### config.mk
export PLATFORM = sky130hd
export DESIGN_NAME = simple_ctrl_flat
export DESIGN_NICKNAME = d
export VERILOG_FILES = /design/src/rtl/simple_pkg.sv /design/src/rtl/simple_if.sv /design/src/rtl/simple_decode.sv /design/src/rtl/simple_ctrl.sv /design/src/flat_wrapper.sv
export SDC_FILE = /design/constraint.sdc
export NUM_CORES = 1
export LEC_CHECK = 0
export BUFFER_PORTS_ARGS = -buffer_cell sky130_fd_sc_hd__buf_4
export CAP_MARGIN = 20
export CELL_PAD_IN_SITES_DETAIL_PLACEMENT = 2
export CELL_PAD_IN_SITES_GLOBAL_PLACEMENT = 2
export CORE_MARGIN = 8
export CORE_UTILIZATION = 37
export DETAILED_ROUTE_END_ITERATION = 8
export GPL_TIMING_DRIVEN = 0
export PLACE_DENSITY = 0.94
export SLEW_MARGIN = 40
export SYNTH_ARGS = -nofsm -noshare
export SYNTH_HDL_FRONTEND = slang
export SYNTH_SLANG_ARGS = --single-unit
### constraint.sdc
create_clock -name clk -period 4.8 [get_ports clk]
set_input_delay 0 -clock clk [delete_from_list [all_inputs] [get_ports clk]]
set_output_delay 0 -clock clk [all_outputs]
set_load 0.05 [all_outputs]
### src/rtl/simple_pkg.sv
// Shared encodings for the SIMPLE instruction sequencer.
// Covers the opcode fields, the FSM state set and the registered control word.
package simple_pkg;

    localparam logic [1:0] OP1_EXT = 2'b10;
    localparam logic [1:0] OP1_ALU = 2'b11;

    localparam logic [3:0] OP3_ADD = 4'd0;
    localparam logic [3:0] OP3_SUB = 4'd1;
    localparam logic [3:0] OP3_AND = 4'd2;
    localparam logic [3:0] OP3_OR  = 4'd3;
    localparam logic [3:0] OP3_XOR = 4'd4;
    localparam logic [3:0] OP3_CMP = 4'd5;
    localparam logic [3:0] OP3_MOV = 4'd6;
    localparam logic [3:0] OP3_SLL = 4'd8;
    localparam logic [3:0] OP3_SLR = 4'd9;
    localparam logic [3:0] OP3_SRL = 4'd10;
    localparam logic [3:0] OP3_SRA = 4'd11;
    localparam logic [3:0] OP3_IN  = 4'd12;
    localparam logic [3:0] OP3_OUT = 4'd13;
    localparam logic [3:0] OP3_HLT = 4'd15;

    localparam logic [2:0] OP2_LI  = 3'b000;
    localparam logic [2:0] OP2_B   = 3'b100;
    localparam logic [2:0] OP2_BCC = 3'b111;

    localparam logic [2:0] COND_BE  = 3'b000;
    localparam logic [2:0] COND_BLT = 3'b001;
    localparam logic [2:0] COND_BLE = 3'b010;
    localparam logic [2:0] COND_BNE = 3'b011;

    typedef enum logic [2:0] {
        ST_IDLE   = 3'd0,
        ST_FETCH  = 3'd1,
        ST_DECODE = 3'd2,
        ST_EXEC   = 3'd3,
        ST_WB     = 3'd4,
        ST_HALT   = 3'd5
    } state_t;

    typedef struct packed {
        logic       alu_en;
        logic       sft_en;
        logic       immd_en;
        logic       in_en;
        logic       out_en;
        logic [3:0] op3;
        logic [7:0] immd;
        logic [2:0] ar_idx;
        logic [2:0] br_idx;
        logic [2:0] wr_idx;
        logic       rd_ar_en;
        logic       rd_br_en;
        logic       wr_en;
    } ctrl_t;

endpackage

### src/rtl/simple_if.sv
// Sequencer-side bundle: instruction memory port, run/halt and datapath controls.
// master = simple_ctrl, slave = memory/datapath side.
interface simple_if #(
    parameter int PC_W = 16
);
    logic            run;
    logic [PC_W-1:0] imem_addr;
    logic            imem_rd;
    logic [15:0]     imem_data;
    logic [3:0]      szcv;
    logic            alu_en;
    logic            sft_en;
    logic            immd_en;
    logic            in_en;
    logic            out_en;
    logic [3:0]      op3;
    logic [7:0]      immd;
    logic [2:0]      AR_idx;
    logic [2:0]      BR_idx;
    logic [2:0]      wr_idx;
    logic            rdAR_en;
    logic            rdBR_en;
    logic            wr_en;
    logic            wrclk;
    logic            halted;

    modport master (
        input  run, imem_data, szcv,
        output imem_addr, imem_rd, alu_en, sft_en, immd_en, in_en, out_en,
               op3, immd, AR_idx, BR_idx, wr_idx, rdAR_en, rdBR_en, wr_en,
               wrclk, halted
    );

    modport slave (
        output run, imem_data, szcv,
        input  imem_addr, imem_rd, alu_en, sft_en, immd_en, in_en, out_en,
               op3, immd, AR_idx, BR_idx, wr_idx, rdAR_en, rdBR_en, wr_en,
               wrclk, halted
    );
endinterface

### src/rtl/simple_decode.sv
// Combinational decode of one SIMPLE instruction word into the datapath control word,
// plus branch-taken (evaluated on the latched flags) and halt indications.
module simple_decode
    import simple_pkg::*;
(
    input  logic [15:0] ir,
    input  logic [3:0]  flags,
    output ctrl_t       cw,
    output logic        taken,
    output logic        halt
);

    logic [2:0] rs;
    logic [2:0] rd;
    logic [2:0] op2;
    logic [3:0] op3;
    logic       s_f;
    logic       z_f;
    logic       c_unused;
    logic       v_f;

    assign rs  = ir[13:11];
    assign rd  = ir[10:8];
    assign op2 = ir[13:11];
    assign op3 = ir[7:4];
    assign {s_f, z_f, c_unused, v_f} = flags;

    always_comb begin
        cw      = '0;
        taken   = 1'b0;
        halt    = 1'b0;
        cw.op3  = op3;
        cw.immd = ir[7:0];
        if (ir[15:14] == OP1_ALU) begin
            case (op3)
                OP3_ADD, OP3_SUB, OP3_AND, OP3_OR, OP3_XOR, OP3_CMP, OP3_MOV: begin
                    cw.alu_en   = 1'b1;
                    cw.ar_idx   = rd;
                    cw.br_idx   = rs;
                    cw.rd_ar_en = 1'b1;
                    cw.rd_br_en = 1'b1;
                    cw.wr_idx   = rd;
                    cw.wr_en    = (op3 != OP3_CMP);
                end
                OP3_SLL, OP3_SLR, OP3_SRL, OP3_SRA: begin
                    cw.sft_en   = 1'b1;
                    cw.br_idx   = rd;
                    cw.rd_br_en = 1'b1;
                    cw.wr_idx   = rd;
                    cw.wr_en    = 1'b1;
                end
                OP3_IN: begin
                    cw.in_en  = 1'b1;
                    cw.wr_idx = rd;
                    cw.wr_en  = 1'b1;
                end
                OP3_OUT: begin
                    cw.out_en   = 1'b1;
                    cw.br_idx   = rs;
                    cw.rd_br_en = 1'b1;
                end
                OP3_HLT: halt = 1'b1;
                default: ;
            endcase
        end else if (ir[15:14] == OP1_EXT) begin
            case (op2)
                OP2_LI: begin
                    cw.immd_en = 1'b1;
                    cw.wr_idx  = rd;
                    cw.wr_en   = 1'b1;
                end
                OP2_B: taken = 1'b1;
                OP2_BCC: begin
                    case (ir[10:8])
                        COND_BE:  taken = z_f;
                        COND_BLT: taken = s_f ^ v_f;
                        COND_BLE: taken = z_f | (s_f ^ v_f);
                        COND_BNE: taken = ~z_f;
                        default:  taken = 1'b0;
                    endcase
                end
                default: ;
            endcase
        end
    end

endmodule

### src/rtl/simple_ctrl.sv
// SIMPLE instruction sequencer: fetch/decode/execute/write-back FSM holding PC, IR and flags.
// state  | meaning
// IDLE   | waiting for run
// FETCH  | imem_rd high, imem_addr = PC
// DECODE | imem_data captured into IR, control word registered
// EXEC   | control word driven, flags/PC updated at exit
// WB     | control word held, wrclk high for this cycle only
// HALT   | halted high, everything else low until reset
module simple_ctrl
    import simple_pkg::*;
#(
    parameter int              PC_W     = 16,
    parameter logic [PC_W-1:0] RESET_PC = '0
)
(
    input  logic     clk,
    input  logic     reset,
    simple_if.master bus
);

    state_t          state;
    logic [PC_W-1:0] pc;
    logic [15:0]     ir;
    logic [3:0]      flags;
    ctrl_t           cw_q;
    logic            imem_rd_q;
    logic            wrclk_q;
    logic            halted_q;

    logic [15:0]     dec_ir;
    ctrl_t           dec_cw;
    logic            dec_taken;
    logic            dec_halt;
    logic [PC_W-1:0] pc_inc;
    logic [PC_W-1:0] pc_br;

    // In DECODE the word is still on the memory bus, so the control word can be
    // registered at EXEC entry and stay stable for the whole EXEC cycle.
    assign dec_ir = (state == ST_DECODE) ? bus.imem_data : ir;

    simple_decode u_decode (
        .ir    (dec_ir),
        .flags (flags),
        .cw    (dec_cw),
        .taken (dec_taken),
        .halt  (dec_halt)
    );

    assign pc_inc = pc + PC_W'(1);
    assign pc_br  = pc_inc + PC_W'($signed(ir[7:0]));

    always_ff @(posedge clk or posedge reset) begin
        if (reset) begin
            state     <= ST_IDLE;
            pc        <= RESET_PC;
            ir        <= '0;
            flags     <= '0;
            cw_q      <= '0;
            imem_rd_q <= 1'b0;
            wrclk_q   <= 1'b0;
            halted_q  <= 1'b0;
        end else begin
            case (state)
                ST_IDLE: begin
                    if (bus.run) begin
                        state     <= ST_FETCH;
                        imem_rd_q <= 1'b1;
                    end
                end
                ST_FETCH: begin
                    imem_rd_q <= 1'b0;
                    state     <= ST_DECODE;
                end
                ST_DECODE: begin
                    ir    <= bus.imem_data;
                    cw_q  <= dec_cw;
                    state <= ST_EXEC;
                end
                ST_EXEC: begin
                    if (cw_q.alu_en || cw_q.sft_en)
                        flags <= bus.szcv;
                    pc <= dec_taken ? pc_br : pc_inc;
                    if (dec_halt) begin
                        cw_q     <= '0;
                        halted_q <= 1'b1;
                        state    <= ST_HALT;
                    end else if (cw_q.wr_en) begin
                        wrclk_q <= 1'b1;
                        state   <= ST_WB;
                    end else begin
                        cw_q      <= '0;
                        imem_rd_q <= 1'b1;
                        state     <= ST_FETCH;
                    end
                end
                ST_WB: begin
                    cw_q      <= '0;
                    wrclk_q   <= 1'b0;
                    imem_rd_q <= 1'b1;
                    state     <= ST_FETCH;
                end
                ST_HALT: ;
                default: state <= ST_IDLE;
            endcase
        end
    end

    assign bus.imem_addr = halted_q ? '0 : pc;
    assign bus.imem_rd   = imem_rd_q;
    assign bus.alu_en    = cw_q.alu_en;
    assign bus.sft_en    = cw_q.sft_en;
    assign bus.immd_en   = cw_q.immd_en;
    assign bus.in_en     = cw_q.in_en;
    assign bus.out_en    = cw_q.out_en;
    assign bus.op3       = cw_q.op3;
    assign bus.immd      = cw_q.immd;
    assign bus.AR_idx    = cw_q.ar_idx;
    assign bus.BR_idx    = cw_q.br_idx;
    assign bus.wr_idx    = cw_q.wr_idx;
    assign bus.rdAR_en   = cw_q.rd_ar_en;
    assign bus.rdBR_en   = cw_q.rd_br_en;
    assign bus.wr_en     = cw_q.wr_en;
    assign bus.wrclk     = wrclk_q;
    assign bus.halted    = halted_q;

endmodule

### src/flat_wrapper.sv
// flat-port wrapper written by rule: the top's interface ports become plain ports
module simple_ctrl_flat import simple_pkg::*;
#(
    parameter int              PC_W     = 16,
    parameter logic [PC_W-1:0] RESET_PC = '0
)
  (clk, reset, bus_run, bus_imem_data, bus_szcv, bus_imem_addr, bus_imem_rd, bus_alu_en, bus_sft_en, bus_immd_en, bus_in_en, bus_out_en, bus_op3, bus_immd, bus_AR_idx, bus_BR_idx, bus_wr_idx, bus_rdAR_en, bus_rdBR_en, bus_wr_en, bus_wrclk, bus_halted);
  simple_if #(.PC_W(PC_W)) bus_i ();
  input  logic clk;
  input  logic reset;
  input wire logic [$bits(bus_i.run)-1:0] bus_run;
  input wire logic [$bits(bus_i.imem_data)-1:0] bus_imem_data;
  input wire logic [$bits(bus_i.szcv)-1:0] bus_szcv;
  output wire logic [$bits(bus_i.imem_addr)-1:0] bus_imem_addr;
  output wire logic [$bits(bus_i.imem_rd)-1:0] bus_imem_rd;
  output wire logic [$bits(bus_i.alu_en)-1:0] bus_alu_en;
  output wire logic [$bits(bus_i.sft_en)-1:0] bus_sft_en;
  output wire logic [$bits(bus_i.immd_en)-1:0] bus_immd_en;
  output wire logic [$bits(bus_i.in_en)-1:0] bus_in_en;
  output wire logic [$bits(bus_i.out_en)-1:0] bus_out_en;
  output wire logic [$bits(bus_i.op3)-1:0] bus_op3;
  output wire logic [$bits(bus_i.immd)-1:0] bus_immd;
  output wire logic [$bits(bus_i.AR_idx)-1:0] bus_AR_idx;
  output wire logic [$bits(bus_i.BR_idx)-1:0] bus_BR_idx;
  output wire logic [$bits(bus_i.wr_idx)-1:0] bus_wr_idx;
  output wire logic [$bits(bus_i.rdAR_en)-1:0] bus_rdAR_en;
  output wire logic [$bits(bus_i.rdBR_en)-1:0] bus_rdBR_en;
  output wire logic [$bits(bus_i.wr_en)-1:0] bus_wr_en;
  output wire logic [$bits(bus_i.wrclk)-1:0] bus_wrclk;
  output wire logic [$bits(bus_i.halted)-1:0] bus_halted;
  assign bus_i.run = bus_run;
  assign bus_i.imem_data = bus_imem_data;
  assign bus_i.szcv = bus_szcv;
  assign bus_imem_addr = bus_i.imem_addr;
  assign bus_imem_rd = bus_i.imem_rd;
  assign bus_alu_en = bus_i.alu_en;
  assign bus_sft_en = bus_i.sft_en;
  assign bus_immd_en = bus_i.immd_en;
  assign bus_in_en = bus_i.in_en;
  assign bus_out_en = bus_i.out_en;
  assign bus_op3 = bus_i.op3;
  assign bus_immd = bus_i.immd;
  assign bus_AR_idx = bus_i.AR_idx;
  assign bus_BR_idx = bus_i.BR_idx;
  assign bus_wr_idx = bus_i.wr_idx;
  assign bus_rdAR_en = bus_i.rdAR_en;
  assign bus_rdBR_en = bus_i.rdBR_en;
  assign bus_wr_en = bus_i.wr_en;
  assign bus_wrclk = bus_i.wrclk;
  assign bus_halted = bus_i.halted;
  simple_ctrl #(.PC_W(PC_W), .RESET_PC(RESET_PC)) u_core (.clk(clk), .reset(reset), .bus(bus_i));
endmodule
==> key figures <==
Final layout
  – Fill cells: 1161
  – Commonest cells after routing, fill and taps aside: buf_4 (75), nand2_1 (70), dfrtp_1 (65)
  – FF+latch area: approximately 1600 um2
  – Commonest non-fill, non-tap cell in the layout: buf_4
  – Nets: 600
  – Area Growth Syn to Fin: 26.2%
  – Share of layout cells above drive strength 1: roughly a fifth
  – Post-Layout Inst Area: 5160 um2
  – Multi-input logic area: approximately 2300 um2
  – ANT cells: 0

Floorplanning
  – Die width: ~120 um
  – CORE AREA: 10800 um2
  – Die Y: about 120 um
  – Initial Utilization: roughly 38%
  – Io pins: 71
  – Die area: 14700 um2
  – Row count: 38

Timing
  – Setup TNS: 0 ns
  – Slew headroom: 49.3%
  – Worst Tran Pin Value: between 0.7 and 0.8 ns
  – Final slew viol count: 0
  – Final hold violation count: 0
  – Fin Clk Skew: 0.00827 ns
  – Final period util: about three quarters
  – Final setup viols: 0
  – Final Critical Period: approximately 3.6 ns
  – F_max: ~280 MHz
  – RSZ-0062 raised after global routing: false
  – Final worst slack: between 1 and 1.5 ns

Power
  – Leak pwr: about 2.5 nW
  – Psw: about 0.31 mW
  – PwrDens: 217 nW/um2
  – Max VDD drop: around 0.15 mV
  – Clk pwr share: ~46%
  – Total internal power: 0.811 mW
  – Seq pwr share: about half
  – Net Sw Frac: a little over a quarter
  – Total Power: between 1 and 1.5 mW
  – Comb pwr share: between 4 and 5%

Placed design
  – I/O Buffers: a little under 70
  – Hpwl dp: around 12000 um
  – DP Area: between 4000 and 5000 um2
  – RePlAce Congestion: around 0.81
  – Post-placement setup slack: 1.48 ns

GRT
  – Antenna violations before repair: 0
  – Vias in the first global route: 4912
  – First-pass GRT wire length: roughly 29000 um
  – Total track usage: a little over a quarter
  – Pin count of the biggest net entering global routing: 42
  – Total gr overflow: 0

Worst setup path
  – CP Class: flip-flop to flip-flop
  – Critical path fanouts, max: 6
  – R2R depth: 10
  – Nature of the critical path startpoint: flip-flop
  – Critical path capture point type: flip-flop
  – CP arrival: between 3 and 4 ns
  – CP required: roughly 5.1 ns
  – Internal reg-to-reg setup slack: approximately 1.2 ns

Logic synthesis
  – Syn_nets: around 500
  – Mux cell area share after synthesis: between 3 and 4%
  – Post-Syn Area: roughly 4000 um2
  – Cells after Synth: roughly 460
  – Mean post-synth cell area: between 8 and 9 um2
  – Synth Area in Compound Gates: 20.2%
  – Primary FF master, synth: dfrtp_1
  – Synth cell types: between 50 and 60
  – Main combinational cell family by area after synthesis: compound AO/OA/AOI/OAI gates
  – Seq cells post-synth: between 60 and 70
  – Fraction of registers with async set/reset: 100%
  – Yosys warns: 0
  – Adder-cell share of the synthesized area: around 5.7%
  – EDFF count, synth: 0
  – Simple-gate share of the synthesized area: about a fifth
  – Post-Synth XOR/XNOR Area: about 5.8%
  – Seq/Total Area, Yosys: approximately two fifths

CTS
  – Clock sink count: 65
  – Reg clk slew, reported paths: around 0.090 ns
  – TritonCTS Buffers: 9
  – Clk_lat worst skew: about 0.38 ns
  – Root Buffer: clkbuf_8
  – TritonCTS clock tree: built
  – Post-CTS setup buffer count: 0
  – Clock buffer depth: 2
  – H-Tree Depth: 3

Min path
  – Hold Crit Class: input pin to flip-flop
  – Hold Crit Depth: 3

Route
  – Via count: slightly above 4000
  – WL final: between 15000 and 20000 um
  – WL/cell: 26.6 um
  – DRT Pass-1 Iters: 5
  – Initial DRC Count: around 210
  – DRC: 0
  – Vias per Instance: 5.88
  – Final ANT Viol Nets: 0

Flow run
  – Max cap viols: 0

Status
  – Outcome: finished clean
[flip-flops by register name, summed over array words and instances (netlist names), 3 cells and up]
signal	count
u_core.state	3
u_core.bus.AR_idx	3
u_core.ir	16
u_core.pc	16
u_core.bus.BR_idx	3
u_core.bus.wr_idx	3
u_core.flags	3
u_core.bus.immd	7
[cell usage after synthesis, types with 2 or more instances]
| library cell | number | area share, % |
|---|---|---|
| o21bai_1 | 2 | 0.37 |
| nor2b_1 | 15 | 2.3 |
| o211ai_1 | 3 | 0.55 |
| and2_1 | 4 | 0.61 |
| a211oi_1 | 7 | 1.3 |
| a21oi_1 | 32 | 3.9 |
| a22o_1 | 4 | 0.86 |
| and4_1 | 2 | 0.43 |
| nor3_1 | 10 | 1.2 |
| nand2_1 | 70 | 6.4 |
| buf_4 | 6 | 1.1 |
| dfrtp_1 | 65 | 40 |
| buf_6 | 2 | 0.55 |
| a221o_1 | 3 | 0.73 |
| o21ai_0 | 35 | 4.3 |
| a2111oi_0 | 2 | 0.43 |
| clkbuf_1 | 10 | 0.92 |
| nor2_1 | 29 | 2.7 |
| xor2_1 | 13 | 2.8 |
| nand2b_1 | 4 | 0.61 |
| mux2_2 | 2 | 0.55 |
| nand3_1 | 6 | 0.73 |
| o31ai_1 | 6 | 1.1 |
| xnor2_1 | 14 | 3.0 |
| o21ai_1 | 11 | 1.3 |
| a21o_1 | 6 | 1.1 |
| a31oi_1 | 2 | 0.31 |
| o32a_1 | 2 | 0.49 |
| and3_1 | 15 | 2.3 |
| a41oi_1 | 2 | 0.43 |
| nor3b_1 | 2 | 0.37 |
| buf_2 | 5 | 0.61 |
| mux2i_1 | 13 | 3.2 |
| o21a_1 | 5 | 0.92 |
| inv_1 | 16 | 1.5 |
| ha_1 | 17 | 5.2 |
[routing by layer]
metal | track usage [%] | wire length [um]
met5 | 0 | 0
met1 | 29.4 | 7460
met3 | 5.54 | 958
met4 | 14.3 | 820
met2 | 45.1 | 9480
[cell type report]
cell class / count / area share [%]
Buffer: 24 / 2.60
Inverter: 16 / 1.21
Tap cell: 140 / 3.40
Timing Repair Buffer: 86 / 13.5
Clock inverter: 7 / 1.38
Clock buffer: 9 / 2.40
Sequential cell: 65 / 31.5
Multi-Input combinational cell: 357 / 43.9
[cell families after synthesis]
| group | count (synthesis) |
|---|---|
| multiplexers | 15 |
| buffers and inverters | 40 |
| AO/OA/AOI/OAI | 130 |
| XOR/XNOR | 27 |
| adder cells (fa/ha/maj) | 18 |
| flip-flops | 65 |
| AND/OR/NAND/NOR | 167 |
[stage by stage]
step | cells | utilization (%) | hold slack [ns]
6_report | 704 | 47.8 | 0.0180
2_1_floorplan | 462 | - | 0.117
4_1_cts | 704 | 47.8 | 0.00692
3_3_place_gp | 671 | 44.3 | 0.215
3_5_place_dp | 672 | 44.5 | 0.00677
5_1_grt | 704 | 47.8 | 0.0416
[final timing paths]
path / start / to
worst min register to register: u_core.bus.wr_idx[1] / u_core.bus.wr_idx[1]
max in group asynchronous: reset / u_core.bus.immd_en
worst max-delay path: u_core.pc[1] / u_core.pc[8]
min in group asynchronous: reset / u_core.bus.AR_idx[0]
worst min-delay path: bus_imem_data[9] / u_core.ir[9]
worst max register to register: u_core.pc[1] / u_core.pc[8]
[what timing repair did]
item / in CTS / in global routing
endpoints found under the hold margin: 84 / 0
hold buffers: 16 / 0
gates resized for setup: 0 / 0
[power by group through the flow]
stage | clock network (mW) | registers, mW | logic, mW
after detailed placement | 0 | 0.560 | 0.0393
final | 0.518 | 0.549 | 0.0509
after CTS | 0.509 | 0.549 | 0.0506
after floorplan | 0 | 0.560 | 0.0131
after global routing | 0.536 | 0.549 | 0.0542
after global placement | 0 | 0.560 | 0.0342
[critical path, cell delays in order, from the launching register on]
cell,delay [ns]
dfrtp_1,0.42
ha_1,0.30
nand3_1,0.12
xnor2_1,0.35
ha_1,0.36
o21ai_0,0.58
nor3_1,0.18
a2111oi_0,0.69
xnor2_1,0.16
mux2i_1,0.23
o21ai_1,0.08
No activity file was read; power rests on OpenSTA's default activity.
